### src/rtl/fixed_divide_seq.sv
// Sequential signed fixed-point divider: quotient = round((dividend << FRAC_BITS) / divisor).
// Restoring division on magnitudes, BITS_PER_CYCLE quotient bits per cycle, valid/ready on both
// sides, tag passthrough, saturation to MAX/MIN and divide-by-zero flagging.
module fixed_divide_seq #(
  parameter int unsigned DATA_WIDTH     = 32,
  parameter int unsigned FRAC_BITS      = 10,
  parameter int unsigned BITS_PER_CYCLE = 1,
  parameter int unsigned ROUND          = 1,
  parameter int unsigned TAG_WIDTH      = 8
) (
  input  logic                  clock,
  input  logic                  reset,
  input  logic                  in_valid,
  output logic                  in_ready,
  input  logic [DATA_WIDTH-1:0] dividend,
  input  logic [DATA_WIDTH-1:0] divisor,
  input  logic [TAG_WIDTH-1:0]  in_tag,
  output logic                  out_valid,
  input  logic                  out_ready,
  output logic [DATA_WIDTH-1:0] quotient,
  output logic [TAG_WIDTH-1:0]  out_tag,
  output logic                  sat,
  output logic                  dbz,
  output logic                  busy
);

  localparam int unsigned NumW = DATA_WIDTH + FRAC_BITS + 1;
  localparam int unsigned Iter = (NumW + BITS_PER_CYCLE - 1) / BITS_PER_CYCLE;
  localparam int unsigned PadW = Iter * BITS_PER_CYCLE;
  // Remainder stays below |divisor| <= 2^(DATA_WIDTH-1); one extra bit covers the shift-in.
  localparam int unsigned RemW = DATA_WIDTH + 1;
  localparam int unsigned CntW = $clog2(Iter + 1);

  localparam logic [CntW-1:0]       CntInit = CntW'(Iter - 1);
  localparam logic [DATA_WIDTH-1:0] QMax    = {1'b0, {(DATA_WIDTH-1){1'b1}}};
  localparam logic [DATA_WIDTH-1:0] QMin    = {1'b1, {(DATA_WIDTH-1){1'b0}}};
  localparam logic [PadW-1:0]       MagMax  = PadW'(QMax);
  localparam logic [PadW-1:0]       MagMin  = PadW'(QMin);

  typedef enum logic [1:0] {StIdle, StCalc, StDone} state_e;

  state_e                state_q, state_d;
  logic                  rdy_q;
  logic                  sign_q, sign_d;
  logic [DATA_WIDTH-1:0] dvsr_q, dvsr_d;
  logic [PadW-1:0]       num_q, num_d;
  logic [RemW-1:0]       rem_q, rem_d;
  logic [PadW-1:0]       quo_q, quo_d;
  logic [CntW-1:0]       cnt_q, cnt_d;
  logic [TAG_WIDTH-1:0]  tag_q, tag_d;
  logic [DATA_WIDTH-1:0] quotient_q, quotient_d;
  logic                  sat_q, sat_d;
  logic                  dbz_q, dbz_d;

  logic [DATA_WIDTH-1:0] abs_dvd, abs_dvs;
  logic [PadW-1:0]       num_init;
  logic [RemW-1:0]       rem_w, rem_t;
  logic [PadW-1:0]       num_w, quo_w;
  logic [DATA_WIDTH-1:0] q_fmt;
  logic                  sat_fmt;

  // Magnitudes; the most negative input negates to 2^(DATA_WIDTH-1) as an unsigned value.
  assign abs_dvd = dividend[DATA_WIDTH-1] ? (~dividend + DATA_WIDTH'(1)) : dividend;
  assign abs_dvs = divisor[DATA_WIDTH-1]  ? (~divisor + DATA_WIDTH'(1))  : divisor;

  // Scaled numerator with optional half-divisor bias for round-half-away-from-zero.
  always_comb begin
    num_init = PadW'(abs_dvd) << FRAC_BITS;
    if (ROUND != 0) begin
      num_init = num_init + PadW'(abs_dvs >> 1);
    end
  end

  // Chained restoring steps for one CALC cycle, numerator consumed MSB first.
  always_comb begin
    rem_w = rem_q;
    num_w = num_q;
    quo_w = quo_q;
    rem_t = '0;
    for (int unsigned k = 0; k < BITS_PER_CYCLE; k++) begin
      rem_t = {rem_w[RemW-2:0], num_w[PadW-1]};
      num_w = num_w << 1;
      if (rem_t >= {1'b0, dvsr_q}) begin
        rem_w = rem_t - {1'b0, dvsr_q};
        quo_w = {quo_w[PadW-2:0], 1'b1};
      end else begin
        rem_w = rem_t;
        quo_w = {quo_w[PadW-2:0], 1'b0};
      end
    end
  end

  // Apply sign and clamp the final magnitude into the signed output range.
  always_comb begin
    sat_fmt = 1'b0;
    q_fmt   = sign_q ? (~quo_w[DATA_WIDTH-1:0] + DATA_WIDTH'(1)) : quo_w[DATA_WIDTH-1:0];
    if (!sign_q && (quo_w > MagMax)) begin
      q_fmt   = QMax;
      sat_fmt = 1'b1;
    end else if (sign_q && (quo_w > MagMin)) begin
      q_fmt   = QMin;
      sat_fmt = 1'b1;
    end
  end

  // Next-state and datapath update for the IDLE/CALC/DONE sequence.
  always_comb begin
    state_d    = state_q;
    sign_d     = sign_q;
    dvsr_d     = dvsr_q;
    num_d      = num_q;
    rem_d      = rem_q;
    quo_d      = quo_q;
    cnt_d      = cnt_q;
    tag_d      = tag_q;
    quotient_d = quotient_q;
    sat_d      = sat_q;
    dbz_d      = dbz_q;
    unique case (state_q)
      StIdle: begin
        if (in_valid && rdy_q) begin
          sign_d = dividend[DATA_WIDTH-1] ^ divisor[DATA_WIDTH-1];
          dvsr_d = abs_dvs;
          num_d  = num_init;
          rem_d  = '0;
          quo_d  = '0;
          cnt_d  = CntInit;
          tag_d  = in_tag;
          if (divisor == '0) begin
            state_d    = StDone;
            quotient_d = dividend[DATA_WIDTH-1] ? QMin : QMax;
            sat_d      = 1'b0;
            dbz_d      = 1'b1;
          end else begin
            state_d = StCalc;
          end
        end
      end
      StCalc: begin
        rem_d = rem_w;
        num_d = num_w;
        quo_d = quo_w;
        if (cnt_q == '0) begin
          state_d    = StDone;
          quotient_d = q_fmt;
          sat_d      = sat_fmt;
          dbz_d      = 1'b0;
        end else begin
          cnt_d = cnt_q - CntW'(1);
        end
      end
      StDone: begin
        if (out_ready) begin
          state_d = StIdle;
        end
      end
      default: state_d = StIdle;
    endcase
  end

  // State register; rdy_q keeps in_ready low until the first edge after reset release.
  always_ff @(posedge clock or posedge reset) begin
    if (reset) begin
      state_q <= StIdle;
      rdy_q   <= 1'b0;
    end else begin
      state_q <= state_d;
      rdy_q   <= 1'b1;
    end
  end

  // Datapath and output registers.
  always_ff @(posedge clock or posedge reset) begin
    if (reset) begin
      sign_q     <= 1'b0;
      dvsr_q     <= '0;
      num_q      <= '0;
      rem_q      <= '0;
      quo_q      <= '0;
      cnt_q      <= '0;
      tag_q      <= '0;
      quotient_q <= '0;
      sat_q      <= 1'b0;
      dbz_q      <= 1'b0;
    end else begin
      sign_q     <= sign_d;
      dvsr_q     <= dvsr_d;
      num_q      <= num_d;
      rem_q      <= rem_d;
      quo_q      <= quo_d;
      cnt_q      <= cnt_d;
      tag_q      <= tag_d;
      quotient_q <= quotient_d;
      sat_q      <= sat_d;
      dbz_q      <= dbz_d;
    end
  end

  assign in_ready  = rdy_q && (state_q == StIdle);
  assign out_valid = (state_q == StDone);
  assign busy      = (state_q != StIdle);
  assign quotient  = quotient_q;
  assign out_tag   = tag_q;
  assign sat       = sat_q;
  assign dbz       = dbz_q;

endmodule
### config.mk
export PLATFORM = sky130hd
export DESIGN_NAME = fixed_divide_seq
export DESIGN_NICKNAME = d
export VERILOG_FILES = /design/src/rtl/fixed_divide_seq.sv
export SDC_FILE = /design/constraint.sdc
export NUM_CORES = 1
export LEC_CHECK = 0
export CORE_ASPECT_RATIO = 1.25
export CORE_MARGIN = 5
export CORE_UTILIZATION = 40
export CTS_CLUSTER_DIAMETER = 40
export DETAILED_ROUTE_END_ITERATION = 6
export SETUP_SLACK_MARGIN = 0.1
export SLEW_MARGIN = 20
export SYNTH_ARGS = -nofsm -noshare
export SYNTH_HDL_FRONTEND = slang
export SYNTH_SLANG_ARGS = --single-unit
### constraint.sdc
create_clock -name clock -period 15.7 [get_ports clock]
set_input_delay 3.14 -clock clock [delete_from_list [all_inputs] [get_ports clock]]
set_output_delay 3.14 -clock clock [all_outputs]
set_load 0.005 [all_outputs]
==> Flow_metrics.wiki, run 1 <==
{| class="wikitable"
! Metric !! Value
|-
| Tmin final || between 8000 and 9000 ps
|-
| Final wirelength || around 37 mm
|-
| Initial cell density of the core || 0.402
|-
| HPWL after detailed placement || between 20 and 30 mm
|-
| Highest ir drop seen on vdd || about 0.17 mV
|-
| Relative slew slack || 0.351
|-
| Final count of hold timing violations || 0
|-
| Initial DRC count || about 670
|-
| Fin Clk Skew || 10.2 ps
|-
| TritonCTS clock tree || built
|-
| Residual DRC || 0
|-
| Flops & latches, synth || approximately 200
|-
| RSZ-0062 raised after global routing || no
|-
| Delay-heaviest family, CP || compound AO/OA/AOI/OAI gates
|-
| Post-synthesis xor/xnor area fraction || 0.0752
|-
| Net count of the mapped netlist || about 1700
|-
| Post-place instance area || 14900 µm²
|-
| Post-CTS setup buffer count || 0
|-
| Antenna diode count || 0
|-
| Largest net degree at the start of global routing || 143
|-
| Post-route antenna net violation count || 0
|-
| Yosys Warn Count || 0
|-
| CP endpoint kind || flip-flop
|-
| Fraction of the mapped netlist area in compound gates || 0.228
|-
| Primary FF master, synth || sky130_fd_sc_hd__dfrtp_1
|-
| Slack of the critical path || approximately 7700 ps
|-
| Worst slack at placement || around 7100 ps
|-
| Post-synthesis instance area || 13400 µm²
|-
| Final count of negative-setup-slack endpoints || 0
|-
| Post_cts resized || 0
|-
| Share of post-route cells with drive strength above 1 || 0.0541
|-
| Slowest cell on the critical path || sky130_fd_sc_hd__nor4_1
|-
| Number of instances in the synthesized netlist || 1610
|-
| EDFF count, synth || 0
|-
| Kind of path behind the tightest hold check || reg -> reg
|-
| Number of different library cells in the post-synthesis netlist || 72
|-
| Arrival time of the worst setup path || 8450 ps
|-
| Number of buffers created by CTS || 28
|-
| Area of the die || about 37000 µm²
|-
| Finished layout cell area || 15900 µm²
|-
| Pleak || 0.00662 µW
|-
| Worst Path Buf+Inv || 1
|-
| Core region area || 33300 µm²
|-
| Origin of the worst setup path || divisor[3]
|-
| Total power density per cell area || 214 nW/µm²
|-
| Maximum clock frequency || between 100 and 150 MHz
|-
| Final net count || 1817
|-
| Sequential element share of the synthesized area || 0.376
|-
| CTS Sinks || approximately 200
|-
| Post-route setup TNS || 0 ps
|-
| Slowest cell delay on critical path || between 700 and 800 ps
|-
| Via count normalized by instance count || between 5 and 6
|-
| Antenna violations before repair || 0
|-
| Final-layout worst hold slack || 471 ps
|-
| Maximum capacitance violations || 0
|-
| First-pass DRT Iterations || 5
|-
| Post-synthesis async set-or-reset flop share || 1.00
|-
| Status || finished, final reports clean
|-
| Global-route wire length before repair || approximately 60 mm
|-
| Final Wtd Congestion || between 0.9 and 1
|-
| Type of the worst setup path || in -> reg
|-
| GRT Util Overall || 0.192
|-
| Clock transition at the register clock pins on the worst setup and hold paths after CTS || around 60 ps
|-
| Count of boundary I/O pins || 121
|-
| Worst-path cell chain || clkdlybuf4s50_1 > nor4_1 > nand2_1 > nor4_1 > nand2_1 > o41ai_1 > xnor2_1 > ha_1 > a21o_1 > a31oi_1 > o21ai_0 > a21o_1 > a22o_1 > o21ai_0 > a21oi_1 > xnor2_1 > a221o_1
|-
| Max Slew Vio Count || 0
|-
| Cell Rows || 75
|-
| Final Core Density || 0.476
|-
| Depth of the CTS H-tree || 1
|-
| Layout-stage area growth over the synthesis result || 18.4%
|-
| DIE WIDTH || ~170 µm
|-
| Adder-cell area share of the yosys netlist || 0.0581
|-
| Startpoint Class || input pin
|-
| Slew at the pin closest to its max-slew limit || a little under 1000 ps
|-
| Bufs on Longest Clock Path || 3
|-
| Worst path required time || ~16000 ps
|-
| Total congestion overflow || 0
|-
| R2R Path Start || dvsr_q[1]$_DFFE_PP0P_
|-
| Number of global-route vias before repair || between 10000 and 15000
|-
| Simple logic cell fraction of the synthesized area || 0.199
|-
| Final Cycle Share || 0.511
|-
| I/O Buffers || 120
|-
| Maximum fanout along the worst path || 7
|-
| Detailed-route via count || 12000
|-
| Detail-routed net length per standard cell || ~17 µm
|-
| Largest family of logic cells by synthesized area || compound AO/OA/AOI/OAI gates
|-
| Hold_sp || out_tag[5]$_DFFE_PP0P_
|-
| Mean cell area of the mapped netlist || 8.32 µm²
|-
| Clk Latency, worst-skew pair || about 540 ps
|-
| Root buffer cell || sky130_fd_sc_hd__clkbuf_16
|-
| Number of hold buffers added after cts || 0
|-
| Height of the die || 215 µm
|-
| Multiplexer share of the synthesized area || 0.0174
|}
## flip-flops by register name, indices dropped and copies added, names as in the netlist
signal    cells
quo_q        42
cnt_q         6
dbz           1
rdy_q         1
sat           1
rem_q        32
dvsr_q       32
sign_q        1
state_q       2
out_tag       8
quotient     32
num_q        43
## Yosys cell counts (6+ instances only)
library cell,number,area share
sky130_fd_sc_hd__nand2_1,222,0.062
sky130_fd_sc_hd__dfrtp_1,201,0.38
sky130_fd_sc_hd__o21ai_0,193,0.072
sky130_fd_sc_hd__nor2_1,112,0.031
sky130_fd_sc_hd__a21oi_1,87,0.033
sky130_fd_sc_hd__clkbuf_1,79,0.022
sky130_fd_sc_hd__xnor2_1,75,0.049
sky130_fd_sc_hd__inv_1,70,0.020
sky130_fd_sc_hd__ha_1,59,0.055
sky130_fd_sc_hd__nand3_1,42,0.016
sky130_fd_sc_hd__nor3_1,42,0.016
sky130_fd_sc_hd__xor2_1,40,0.026
sky130_fd_sc_hd__a21o_1,34,0.019
sky130_fd_sc_hd__a22oi_1,27,0.015
sky130_fd_sc_hd__o31ai_1,25,0.014
sky130_fd_sc_hd__mux2i_1,21,0.016
sky130_fd_sc_hd__nand4_1,20,0.0093
sky130_fd_sc_hd__nor4_1,19,0.0089
sky130_fd_sc_hd__nand2b_1,16,0.0075
sky130_fd_sc_hd__a221o_1,14,0.010
sky130_fd_sc_hd__a31oi_1,13,0.0061
sky130_fd_sc_hd__or3_1,13,0.0061
sky130_fd_sc_hd__or4_1,13,0.0073
sky130_fd_sc_hd__a221oi_1,12,0.0078
sky130_fd_sc_hd__o41ai_1,11,0.0072
sky130_fd_sc_hd__or2_2,10,0.0047
sky130_fd_sc_hd__and3_1,9,0.0042
sky130_fd_sc_hd__o211ai_1,9,0.0050
sky130_fd_sc_hd__a211oi_1,8,0.0045
sky130_fd_sc_hd__buf_1,7,0.0020
sky130_fd_sc_hd__nor2b_1,7,0.0033
sky130_fd_sc_hd__o21a_1,7,0.0039
sky130_fd_sc_hd__buf_2,6,0.0022
sky130_fd_sc_hd__nand4b_1,6,0.0039
sky130_fd_sc_hd__nor3b_1,6,0.0034
sky130_fd_sc_hd__o21bai_1,6,0.0034
## worst reg2reg max path: stages, from the launching register on
cell	delay, ps
sky130_fd_sc_hd__dfrtp_1	410
sky130_fd_sc_hd__inv_1	60
sky130_fd_sc_hd__ha_1	300
sky130_fd_sc_hd__nor2b_1	140
sky130_fd_sc_hd__o31ai_1	480
sky130_fd_sc_hd__a211oi_1	220
sky130_fd_sc_hd__o21ai_0	550
sky130_fd_sc_hd__o211ai_1	230
sky130_fd_sc_hd__and2_1	200
sky130_fd_sc_hd__inv_1	70
sky130_fd_sc_hd__ha_1	180
sky130_fd_sc_hd__nor2b_1	230
sky130_fd_sc_hd__and4b_1	280
sky130_fd_sc_hd__nand4_1	150
sky130_fd_sc_hd__a21oi_1	460
sky130_fd_sc_hd__nand2_1	370
sky130_fd_sc_hd__nor3_1	290
sky130_fd_sc_hd__a21oi_1	90
sky130_fd_sc_hd__a21oi_1	190
sky130_fd_sc_hd__a221o_1	160
## per-layer routing
metal	track usage	routed length (µm)	up-vias
met5	0	0	-
met3	0.0210	1490	64
met1	0.245	16200	5686
met4	0.0613	962	0
met2	0.341	18000	279
li1	-	-	5937
## report_power, final
| part | internal [µW] | switching [µW] | total [µW] |
|---|---|---|---|
| Clock | 370 | 250 | 621 |
| Combinational | 759 | 1070 | 1830 |
| Sequential | 748 | 188 | 936 |
## kinds of logic after synthesis
family                     after synthesis
AOI/OAI and AO/OA                      487
xor gates and xnor gates               115
adders and majority gates               61
buffers and inverters                  162
DFF                                    201
muxes                                   23
other                                    1
and+or+nand+nor                        560
## layout make-up
class	count	area (µm²)
clock buffer	34	764
fill	3235	17500
tap	423	529
clock inverter	17	170
sequential	201	5030
timing repair buffer	132	1310
multi-input combinational	1247	7780
inverter	70	275
## path summary, 6_finish.rpt
check	end	slack (ps)	cells after the start
setup / recovery	num_q[33]$_DFFE_PP0P_	7680	17
hold / removal	out_tag[5]$_DFFE_PP0P_	470	2
setup reg to reg	quotient[28]$_DFFE_PP0P_	10570	19
hold reg to reg	out_tag[5]$_DFFE_PP0P_	470	2
max in group asynchronous	rem_q[28]$_DFFE_PP0P_	11220	3
min in group asynchronous	rem_q[4]$_DFFE_PP0P_	3160	2
## layout by cell type (no fill, tap or decap), types with 25 or more instances in the layout
cell type                         count
sky130_fd_sc_hd__clkdlybuf4s50_1    120
sky130_fd_sc_hd__inv_1               69
sky130_fd_sc_hd__nand3_1             42
sky130_fd_sc_hd__nand2_1            222
sky130_fd_sc_hd__o31ai_1             25
sky130_fd_sc_hd__a22oi_1             27
sky130_fd_sc_hd__ha_1                59
sky130_fd_sc_hd__nor2_1             109
sky130_fd_sc_hd__a21oi_1             87
sky130_fd_sc_hd__xor2_1              40
sky130_fd_sc_hd__o21ai_0            193
sky130_fd_sc_hd__clkbuf_16           29
sky130_fd_sc_hd__nor3_1              42
sky130_fd_sc_hd__xnor2_1             75
sky130_fd_sc_hd__dfrtp_1            201
sky130_fd_sc_hd__a21o_1              34
## through the flow
| stage | power (µW) | cells |
|---|---|---|
| 2_1_floorplan | 2270 | 1610 |
| 3_3_place_gp | 2740 | 2072 |
| 3_5_place_dp | 2770 | 2072 |
| 4_1_cts | 3410 | 2123 |
| 5_1_grt | 3690 | 2124 |
| 6_report | 3390 | 2124 |
No activity file was read; power rests on OpenSTA's default activity.
==> run 2, diff against run 1 <==
Clock period 15.7 ns to 8.12 ns, I/O delays scaled along.
==> Flow_metrics.wiki, run 2 (synthesized netlist as in run 1, its figures left out) <==
{| class="wikitable"
! Metric !! Value
|-
| Number of buffers created by CTS || 29 (+3.6%)
|-
| Leading cell type in the layout, fill and taps excluded || sky130_fd_sc_hd__nand2_1
|-
| TritonCTS clock tree || built
|-
| CP endpoint kind || flip-flop
|-
| Pleak || 0.00667 µW (+0.67%)
|-
| Number of hold buffers added after cts || 0 (unchanged)
|-
| Max Slew Vio Count || 0 (unchanged)
|-
| Worst path required time || 8550 ps (-7580 ps)
|-
| Fin Clk Skew || 17.1 ps (+6.81 ps)
|-
| Slowest cell delay on critical path || 740 ps (+20 ps)
|-
| Antenna violations before repair || 0 (unchanged)
|-
| I/O Buffers || 120 (unchanged)
|-
| Initial DRC count || 800 (+19%)
|-
| Via count normalized by instance count || 5.64 (+0.17%)
|-
| Largest registers ranked by flip-flop count || num_q: 43 flops, quo_q: 42 flops
|-
| Post_cts resized || 0 (unchanged)
|-
| Final Cycle Share || 0.797
|-
| Total power density per cell area || 415 nW/µm² (+95%)
|-
| Clk Latency, worst-skew pair || 550 ps (about the same)
|-
| Post-route antenna net violation count || 0 (unchanged)
|-
| Global-route wire length before repair || 61.4 mm (+0.54%)
|-
| RSZ-0062 raised after global routing || no
|-
| Final count of hold timing violations || 0 (unchanged)
|-
| Number of global-route vias before repair || 12100 (+0.52%)
|-
| Delay-heaviest family, CP || compound AO/OA/AOI/OAI gates
|-
| Height of the die || 215 µm (unchanged)
|-
| Post-place instance area || 14900 µm² (unchanged)
|-
| Depth of the CTS H-tree || 1 (unchanged)
|-
| Final Wtd Congestion || 0.928 (-1.8%)
|-
| Most flop-heavy register || num_q
|-
| Final wirelength || 36.4 mm (-0.46%)
|-
| HPWL after detailed placement || 25.7 mm (-0.71%)
|-
| Post-CTS setup buffer count || 0 (unchanged)
|-
| Largest net degree at the start of global routing || 139 (-2.8%)
|-
| Initial cell density of the core || 0.402 (unchanged)
|-
| Startpoint Class || input pin
|-
| Maximum capacitance violations || 0 (unchanged)
|-
| Max FFs per register || 43 (unchanged)
|-
| Leading cell types in the layout, fill and taps excluded || sky130_fd_sc_hd__nand2_1 (222), sky130_fd_sc_hd__dfrtp_1 (201), sky130_fd_sc_hd__o21ai_0 (193)
|-
| Number of standard cells in the final layout excluding fillers || 2128 (+0.19%)
|-
| Slowest cell on the critical path || sky130_fd_sc_hd__nor4_1
|-
| Detail-routed net length per standard cell || 17.1 µm (-0.65%)
|-
| DP Cell Count || 2072 (unchanged)
|-
| Antenna diode count || 0 (unchanged)
|-
| Arrival time of the worst setup path || 6900 ps (-1550 ps)
|-
| Root buffer cell || sky130_fd_sc_hd__clkbuf_16
|-
| Finished layout cell area || 15900 µm² (+0.47%)
|-
| Post-layout power || 6620 µW (+95%)
|-
| Area occupied by multi-input gates || 7780 µm² (unchanged)
|-
| First-pass DRT Iterations || 5 (unchanged)
|-
| Post-route setup TNS || 0 ps (unchanged)
|-
| Final net count || 1819 (+0.11%)
|-
| Status || finished, final reports clean
|-
| Worst Path Buf+Inv || 1 (unchanged)
|-
| Type of the worst setup path || in -> reg
|-
| Highest ir drop seen on vdd || 0.380 mV (+130%)
|-
| CTS Sinks || 201 (unchanged)
|-
| Layout-stage area growth over the synthesis result || 19.0%
|-
| Maximum clock frequency || about 150 MHz
|-
| GRT Util Overall || 0.193 (+0.000934)
|-
| Worst R2R Setup Slack || 3020 ps (-7550 ps)
|-
| Final count of negative-setup-slack endpoints || 0 (unchanged)
|-
| Relative slew slack || 0.297 (-0.0536)
|-
| Worst-path cell chain || clkdlybuf4s50_1 > nor4_1 > nand2_1 > nor4_1 > nand2_1 > o41ai_1 > xnor2_1 > ha_1 > a21o_1 > a31oi_1 > o21ai_0 > a21o_1 > a22o_1 > o21ai_0 > a21oi_1 > xnor2_1 > a221o_1
|-
| Combined flip-flop and latch cell area || 5030 µm² (unchanged)
|-
| Count of boundary I/O pins || 121 (unchanged)
|-
| Tmin final || about 6500 ps
|-
| Cell Rows || 75 (unchanged)
|-
| Clock transition at the register clock pins on the worst setup and hold paths after CTS || 60 ps (about the same)
|-
| Maximum fanout along the worst path || 7 (unchanged)
|-
| Share of post-route cells with drive strength above 1 || 0.0581 (+0.00398)
|-
| Area of the die || 37300 µm² (unchanged)
|-
| Fill cell instance count of the final layout || 3197 (-1.2%)
|-
| Detailed-route via count || 12000 (+0.36%)
|-
| Residual DRC || 0 (unchanged)
|-
| Total congestion overflow || 0 (unchanged)
|-
| Bufs on Longest Clock Path || 3 (unchanged)
|-
| Slew at the pin closest to its max-slew limit || 1050 ps (+82.5 ps)
|-
| Kind of path behind the tightest hold check || reg -> reg
|-
| Core region area || 33300 µm² (unchanged)
|-
| DIE WIDTH || 174 µm (unchanged)
|}
-- run 2: cell types whose count changed in the layout (fill, tap and decap cells not counted), moves of 2 or more --
cell                       change
sky130_fd_sc_hd__inv_8         +3
sky130_fd_sc_hd__clkinv_4      -2
sky130_fd_sc_hd__inv_6         +5
sky130_fd_sc_hd__clkbuf_1      -3
-- run 2: final cells by class --
cell class / instances / area share
multi-input cells: 1247 / 0.488
inverters: 70 / 0.0170
repair buffers: 133 / 0.0836
well taps: 423 / 0.0332
clock inverters: 24 / 0.0159
clock buffers: 30 / 0.0464
flip-flops and latches: 201 / 0.316
-- run 2: metrics by stage --
stage | utilization | setup slack [ps] | hold WS [ps]
final | 0.478 | 1650 | 472
after detailed placement | 0.447 | 1040 | 461
after CTS | 0.477 | 1610 | 476
after global routing | 0.478 | 1180 | 486
after floorplan | - | 1010 | 442
after global placement | 0.447 | 1150 | 458
-- run 2: layer usage --
layer | track usage | vias to the layer above | routed length [µm]
li1 | - | 5937 | -
met3 | 0.0231 | 52 | 1390
met5 | 0 | - | 0
met1 | 0.246 | 5751 | 16000
met4 | 0.0525 | 0 | 798
met2 | 0.346 | 269 | 18200
-- run 2: power breakdown --
group          internal (µW)  switching (µW)  leakage, µW
logic                   1470            2070      0.00372
clock network            751             518     0.000486
registers               1450             365      0.00246
total                   3670            2950      0.00667
-- run 2: final timing paths --
path,startpoint,end,cells past startpoint
min,out_tag[3]$_DFFE_PP0P_,out_tag[3]$_DFFE_PP0P_,2
max,divisor[3],num_q[33]$_DFFE_PP0P_,17
min in group asynchronous,reset,rem_q[20]$_DFFE_PP0P_,2
min reg2reg,out_tag[3]$_DFFE_PP0P_,out_tag[3]$_DFFE_PP0P_,2
max in group asynchronous,reset,out_tag[0]$_DFFE_PP0P_,3
max reg2reg,dvsr_q[1]$_DFFE_PP0P_,quotient[28]$_DFFE_PP0P_,19
-- run 2: worst min-delay path, stage by stage (launching register included) --
cell,delay [ps]
sky130_fd_sc_hd__dfrtp_1,340
sky130_fd_sc_hd__nand2_1,50
sky130_fd_sc_hd__nand2_1,60
